==> config.mk <==
export PLATFORM = sky130hd
export DESIGN_NAME = vga_console_writer_flat
export DESIGN_NICKNAME = d
export VERILOG_FILES = /design/src/rtl/vga_console_writer_if.sv /design/src/rtl/vga_console_writer.sv /design/src/flat_wrapper.sv
export SDC_FILE = /design/constraint.sdc
export NUM_CORES = 1
export LEC_CHECK = 0
export CAP_MARGIN = 20
export CORE_MARGIN = 2
export CORE_UTILIZATION = 49
export CTS_CLUSTER_SIZE = 12
export DETAILED_ROUTE_END_ITERATION = 16
export GPL_TIMING_DRIVEN = 0
export PLACE_DENSITY = 0.79
export SLEW_MARGIN = 20
export SYNTH_ARGS = -nofsm -noshare
export SYNTH_HDL_FRONTEND = slang
export SYNTH_SLANG_ARGS = --single-unit
==> constraint.sdc <==
create_clock -name pixel_clk -period 2.5 [get_ports pixel_clk]
set_input_delay 0.625 -clock pixel_clk [delete_from_list [all_inputs] [get_ports pixel_clk]]
set_output_delay 0.625 -clock pixel_clk [all_outputs]
set_load 0.01 [all_outputs]
==> src/rtl/vga_console_writer_if.sv <==
// Host byte stream and character-RAM write port of the console writer.
// The master side is the host/RAM, the slave side is the writer itself.
interface vga_console_writer_if #(
  parameter int TEXT_COLUMNS = 10,
  parameter int TEXT_ROWS    = 5
);
  localparam int AW = $clog2(TEXT_COLUMNS * TEXT_ROWS);

  logic [7:0]    in_data;
  logic          in_valid;
  logic          in_ready;
  logic          ram_wr_en;
  logic [AW-1:0] ram_wr_addr;
  logic [7:0]    ram_wr_data;

  modport master (
    output in_data, in_valid,
    input  in_ready, ram_wr_en, ram_wr_addr, ram_wr_data
  );

  modport slave (
    input  in_data, in_valid,
    output in_ready, ram_wr_en, ram_wr_addr, ram_wr_data
  );
endinterface

==> src/rtl/vga_console_writer.sv <==
// Text console writer: turns a host byte stream into character-RAM writes,
// tracking a wrapping cursor and clearing the whole screen on reset or form feed.
module vga_console_writer #(
  parameter int          TEXT_COLUMNS = 10,
  parameter int          TEXT_ROWS    = 5,
  parameter logic [7:0]  CLEAR_CHAR   = 8'h20,
  localparam int         AW = $clog2(TEXT_COLUMNS * TEXT_ROWS),
  localparam int         CW = $clog2(TEXT_COLUMNS),
  localparam int         RW = $clog2(TEXT_ROWS)
) (
  input  logic                 pixel_clk,
  input  logic                 reset_n,
  vga_console_writer_if.slave  bus,
  output logic [RW-1:0]        cursor_row,
  output logic [CW-1:0]        cursor_column,
  output logic [AW-1:0]        cursor_address,
  output logic                 busy
);

  localparam logic [7:0]    CHAR_BS   = 8'h08;
  localparam logic [7:0]    CHAR_LF   = 8'h0A;
  localparam logic [7:0]    CHAR_FF   = 8'h0C;
  localparam logic [7:0]    CHAR_CR   = 8'h0D;
  localparam logic [AW-1:0] ADDR_LAST = AW'(TEXT_COLUMNS * TEXT_ROWS - 1);
  localparam logic [AW-1:0] COLS_AW   = AW'(TEXT_COLUMNS);
  localparam logic [CW-1:0] COL_LAST  = CW'(TEXT_COLUMNS - 1);
  localparam logic [RW-1:0] ROW_LAST  = RW'(TEXT_ROWS - 1);

  typedef enum logic {CLEAR, READY} state_t;

  state_t        state_q, state_d;
  logic [AW-1:0] clear_cnt_q, clear_cnt_d;
  logic          wr_en_q, wr_en_d;
  logic [AW-1:0] wr_addr_q, wr_addr_d;
  logic [7:0]    wr_data_q, wr_data_d;
  logic [RW-1:0] row_q, row_d;
  logic [CW-1:0] col_q, col_d;
  logic [AW-1:0] addr_q, addr_d;
  logic          accept;
  logic [RW-1:0] next_row;

  assign accept   = bus.in_valid && (state_q == READY);
  assign next_row = (row_q == ROW_LAST) ? '0 : row_q + 1'b1;

  always_ff @(posedge pixel_clk or negedge reset_n) begin
    if (!reset_n) state_q <= CLEAR;
    else          state_q <= state_d;
  end

  // Clearing ends on the same edge that presents the last address.
  always_comb begin
    state_d = state_q;
    case (state_q)
      CLEAR:   if (clear_cnt_q == ADDR_LAST) state_d = READY;
      READY:   if (accept && bus.in_data == CHAR_FF) state_d = CLEAR;
      default: state_d = CLEAR;
    endcase
  end

  always_comb begin
    bus.in_ready = (state_q == READY);
    busy         = (state_q == CLEAR);
    clear_cnt_d  = clear_cnt_q;
    wr_en_d      = 1'b0;
    wr_addr_d    = wr_addr_q;
    wr_data_d    = wr_data_q;
    row_d        = row_q;
    col_d        = col_q;
    addr_d       = addr_q;
    if (state_q == CLEAR) begin
      wr_en_d     = 1'b1;
      wr_addr_d   = clear_cnt_q;
      wr_data_d   = CLEAR_CHAR;
      clear_cnt_d = (clear_cnt_q == ADDR_LAST) ? '0 : clear_cnt_q + 1'b1;
    end else if (accept) begin
      // The linear address is kept incrementally alongside row/column.
      case (bus.in_data)
        CHAR_CR: begin
          col_d  = '0;
          addr_d = addr_q - AW'(col_q);
        end
        CHAR_LF: begin
          col_d  = '0;
          row_d  = next_row;
          addr_d = (row_q == ROW_LAST) ? '0 : addr_q - AW'(col_q) + COLS_AW;
        end
        CHAR_BS: begin
          if (col_q != '0) begin
            col_d     = col_q - 1'b1;
            addr_d    = addr_q - 1'b1;
            wr_en_d   = 1'b1;
            wr_addr_d = addr_q - 1'b1;
            wr_data_d = CLEAR_CHAR;
          end
        end
        CHAR_FF: begin
          row_d       = '0;
          col_d       = '0;
          addr_d      = '0;
          clear_cnt_d = '0;
        end
        default: begin
          wr_en_d   = 1'b1;
          wr_addr_d = addr_q;
          wr_data_d = bus.in_data;
          if (col_q == COL_LAST) begin
            col_d = '0;
            row_d = next_row;
          end else begin
            col_d = col_q + 1'b1;
          end
          addr_d = (addr_q == ADDR_LAST) ? '0 : addr_q + 1'b1;
        end
      endcase
    end
  end

  always_ff @(posedge pixel_clk or negedge reset_n) begin
    if (!reset_n) begin
      clear_cnt_q <= '0;
      wr_en_q     <= 1'b0;
      wr_addr_q   <= '0;
      wr_data_q   <= '0;
      row_q       <= '0;
      col_q       <= '0;
      addr_q      <= '0;
    end else begin
      clear_cnt_q <= clear_cnt_d;
      wr_en_q     <= wr_en_d;
      wr_addr_q   <= wr_addr_d;
      wr_data_q   <= wr_data_d;
      row_q       <= row_d;
      col_q       <= col_d;
      addr_q      <= addr_d;
    end
  end

  assign bus.ram_wr_en   = wr_en_q;
  assign bus.ram_wr_addr = wr_addr_q;
  assign bus.ram_wr_data = wr_data_q;
  assign cursor_row      = row_q;
  assign cursor_column   = col_q;
  assign cursor_address  = addr_q;

endmodule

==> src/flat_wrapper.sv <==
// flat-port wrapper written by rule: the top's interface ports become plain ports
module vga_console_writer_flat 
#(
  parameter int          TEXT_COLUMNS = 10,
  parameter int          TEXT_ROWS    = 5,
  parameter logic [7:0]  CLEAR_CHAR   = 8'h20,
  localparam int         AW = $clog2(TEXT_COLUMNS * TEXT_ROWS),
  localparam int         CW = $clog2(TEXT_COLUMNS),
  localparam int         RW = $clog2(TEXT_ROWS)
)
  (pixel_clk, reset_n, cursor_row, cursor_column, cursor_address, busy, bus_in_data, bus_in_valid, bus_in_ready, bus_ram_wr_en, bus_ram_wr_addr, bus_ram_wr_data);
  vga_console_writer_if #(.TEXT_COLUMNS(TEXT_COLUMNS), .TEXT_ROWS(TEXT_ROWS)) bus_i ();
  input  logic pixel_clk;
  input  logic reset_n;
  output logic [RW-1:0] cursor_row;
  output logic [CW-1:0] cursor_column;
  output logic [AW-1:0] cursor_address;
  output logic busy;
  input wire logic [$bits(bus_i.in_data)-1:0] bus_in_data;
  input wire logic [$bits(bus_i.in_valid)-1:0] bus_in_valid;
  output wire logic [$bits(bus_i.in_ready)-1:0] bus_in_ready;
  output wire logic [$bits(bus_i.ram_wr_en)-1:0] bus_ram_wr_en;
  output wire logic [$bits(bus_i.ram_wr_addr)-1:0] bus_ram_wr_addr;
  output wire logic [$bits(bus_i.ram_wr_data)-1:0] bus_ram_wr_data;
  assign bus_i.in_data = bus_in_data;
  assign bus_i.in_valid = bus_in_valid;
  assign bus_in_ready = bus_i.in_ready;
  assign bus_ram_wr_en = bus_i.ram_wr_en;
  assign bus_ram_wr_addr = bus_i.ram_wr_addr;
  assign bus_ram_wr_data = bus_i.ram_wr_data;
  vga_console_writer #(.TEXT_COLUMNS(TEXT_COLUMNS), .TEXT_ROWS(TEXT_ROWS), .CLEAR_CHAR(CLEAR_CHAR)) u_core (.pixel_clk(pixel_clk), .reset_n(reset_n), .bus(bus_i), .cursor_row(cursor_row), .cursor_column(cursor_column), .cursor_address(cursor_address), .busy(busy));
endmodule
==> impl_metrics.ini <==
[run_status]
outcome = completed

[power_and_ir_drop]
vdd.ir_drop.worst_uv = 732.6
powerDensity_nw_per_um2 = 1215
power_leakage_nw = 1.411

[clock_network]
cts.sinks = 35
numCtsBuffers = 5
clk_pin_slew_worst_paths_ns = 0.07
cts.path.max_buffers = 2
cts_hold_repair.buffers = 0
clock_latency_ns = 0.29
cts.htree.levels = 2
cts_root_buffer = clkbuf_8
cts_tree = done

[placed_design]
gp_congestion = 0.9567
place.port_buffers = 38
dp_cells = 397
dpl.hpwl_um = 4855

[worst_setup_path]
slowest_stage = fa_2
path_max_fanout = 3
cp_slowest_stage_delay_ns = 0.55
start_kind = flop
path_class = flop to flop
path_cells = ha_4, fa_2, inv_2, ha_4, or3_4, a311o_1, a21oi_2, a2bb2oi_2
worstPathArrival_ns = 2.67
end_kind = flop
cpMostUsedCell = ha_4
worst_r2r_path_depth = 8
worstPathRequired_ns = 2.73

[sta]
fmax_mhz = 410.3
setup_tns_ns = 0
fin_crit_ns = 2.438
finClkSkew_ns = 0.002612
slew_violations = 0
setup_viol_count_final = 0
tightest_slew_ns = 0.5353
rsz0062_at_grt = yes
fin_crit_sh_pct = 97.50
hold_viol = 0
holdWs_ns = 0.2288
max_slew_margin_pct = 64.32

[drt]
first_pass_iters = 5
drc = 0
vias = 2456
avgRoutedWirePerCell_um = 16.67
avgViaCountPerCell = 5.806
totalWireLength_um = 7051
drt-initial-drc-count = 196
postRouteAntennaNets = 0

[finish]
final_cell_mix = clkdlybuf4s50_1, dfrtp_1, nand2_1, o21ai_0, nor2_1
drive_gt1_share_pct = 19.55
layout_commonest_cell = clkdlybuf4s50_1
finalNonFillerCells = 423
syn_to_final_growth_pct = 32.69
nets = 382
antenna_cells = 0
fin_util_pct = 66.58

[global_routing]
gr-total-overflow = 0
antenna_found_initial = 0
grt_usage_pct = 25.71
grt_max_degree = 24
first_global_vias = 2340
grt_pass1_wl_um = 11200

[run]
drv_cap = 0

[die]
start_util_pct = 50.17
dieHeight_um = 75.86
die_w_um = 75.86
ios = 41
dieArea_um2 = 5754
coreArea_um2 = 5042
rows = 26

[logic_synthesis]
synth_area_per_cell_um2 = 8.784
ys_warn_count = 0
synth_fa_ha_area_share_pct = 9.693
synth_xor_area_share_pct = 4.500
synth.distinct_cells = 59
synth_cells = 288
synth_mux_area_share_pct = 0.4451
synth_fp_nets = 318
synth_compound_area_share_pct = 24.53
yosys.area_share.simple_pct = 21.12
ys.flop_type = dfrtp_1
async_reset_ff_share_pct = 100.0
synth_seq_area_share_pct = 34.62
ys_ff_latch = 35
synth_edf_count = 0
syn_area_um2 = 2530
synth_top_family_by_area = compound AO/OA/AOI/OAI gates

[hold_path]
min_path_type = input port to async pin
worst max-delay path: cells and delay by family, from the launching register on:
family / cells / cell delay, ns
AND/OR/NAND/NOR: 1 / 0.39
adder cells (fa/ha/maj): 3 / 0.88
buffers and inverters: 1 / 0.06
flip-flops: 1 / 0.43
AO/OA/AOI/OAI: 3 / 0.62
area by class of cell:
class,count,area [µm²]
inverter,16,70.07
tap,70,87.58
sequential,35,882.1
multi-input combinational,224,1620
clock buffer,6,72.57
clock inverter,2,12.51
fill,431,1685
timing repair buffer,57,545.5
buffer,13,66.31
path summary, 6_finish.rpt:
kind | startpoint | end | slack [ns]
min in group pixel_clk | u_core.bus.ram_wr_data[6] | u_core.bus.ram_wr_data[6] | 0.51
setup reg to reg | u_core.cursor_column[0] | u_core.cursor_address[5] | 0.06
max in group asynchronous | reset_n | u_core.clear_cnt_q[5] | 1.85
setup / recovery | u_core.cursor_column[0] | u_core.cursor_address[5] | 0.06
hold reg to reg | u_core.bus.ram_wr_data[6] | u_core.bus.ram_wr_data[6] | 0.51
hold / removal | reset_n | u_core.bus.ram_wr_data[7] | 0.23
cells in the mapped netlist, types with 6 or more instances:
library cell | instances | area share (%)
inv_1 | 14 | 2.1
xnor2_1 | 6 | 2.1
xor2_1 | 7 | 2.4
a22o_1 | 8 | 2.8
o21ai_0 | 31 | 6.1
nand2_1 | 30 | 4.5
nor2_1 | 20 | 3.0
dfrtp_1 | 35 | 35
nor3_1 | 7 | 1.4
buf_2 | 6 | 1.2
a21oi_1 | 20 | 4.0
clkbuf_1 | 6 | 0.89
nand3_1 | 12 | 2.4
ha_1 | 18 | 8.9
routing by layer:
metal  GRT usage [%]  vias to the layer above  routed length, µm
met5               0                        -                  0
met4           9.162                        0                117
met3           4.233                       13                422
met2           39.94                       92               3363
met1           36.18                     1176               3147
li1                -                     1175                  -
per-stage QoR:
step / instance area (µm²) / setup slack [ns] / total power [mW]
after global placement: 3000 / -0.5209 / 3.166
after detailed placement: 3023 / -0.5529 / 3.209
final: 3357 / 0.06249 / 4.080
after floorplan: 2532 / 0.03169 / 2.458
after global routing: 3357 / -0.03811 / 4.397
after CTS: 3228 / -0.008014 / 3.895
power breakdown:
group          switching, mW  internal (mW)  leakage [nW]
Sequential             0.259          0.791         0.418
Combinational           1.37           1.24         0.952
Clock                  0.221          0.195        0.0412
what timing repair did:
item | in CTS | in global routing
endpoints found under the setup margin | 25 | 20
buffers inserted | 9 | 9
gates resized for setup | 20 | 14
pin swaps | 8 | 8
logic make-up (layout without fill, tap and decap cells):
group | after synthesis | count (layout)
compound gates | 93 | 93
xor+xnor | 13 | 13
fa+ha+maj | 19 | 19
buf+inv | 29 | 94
flops | 35 | 35
mux | 1 | 1
simple gates | 98 | 98
state kept, by name, indices dropped and copies added, names as in the netlist:
register and count:
u_core.cursor_row 3, u_core.clear_cnt_q 6, u_core.bus.ram_wr_data 8, u_core.bus.ram_wr_addr 6, u_core.bus.in_ready 1, u_core.bus.ram_wr_en 1
u_core.cursor_column 4, u_core.cursor_address 6
(Power assumes the default switching activity.)
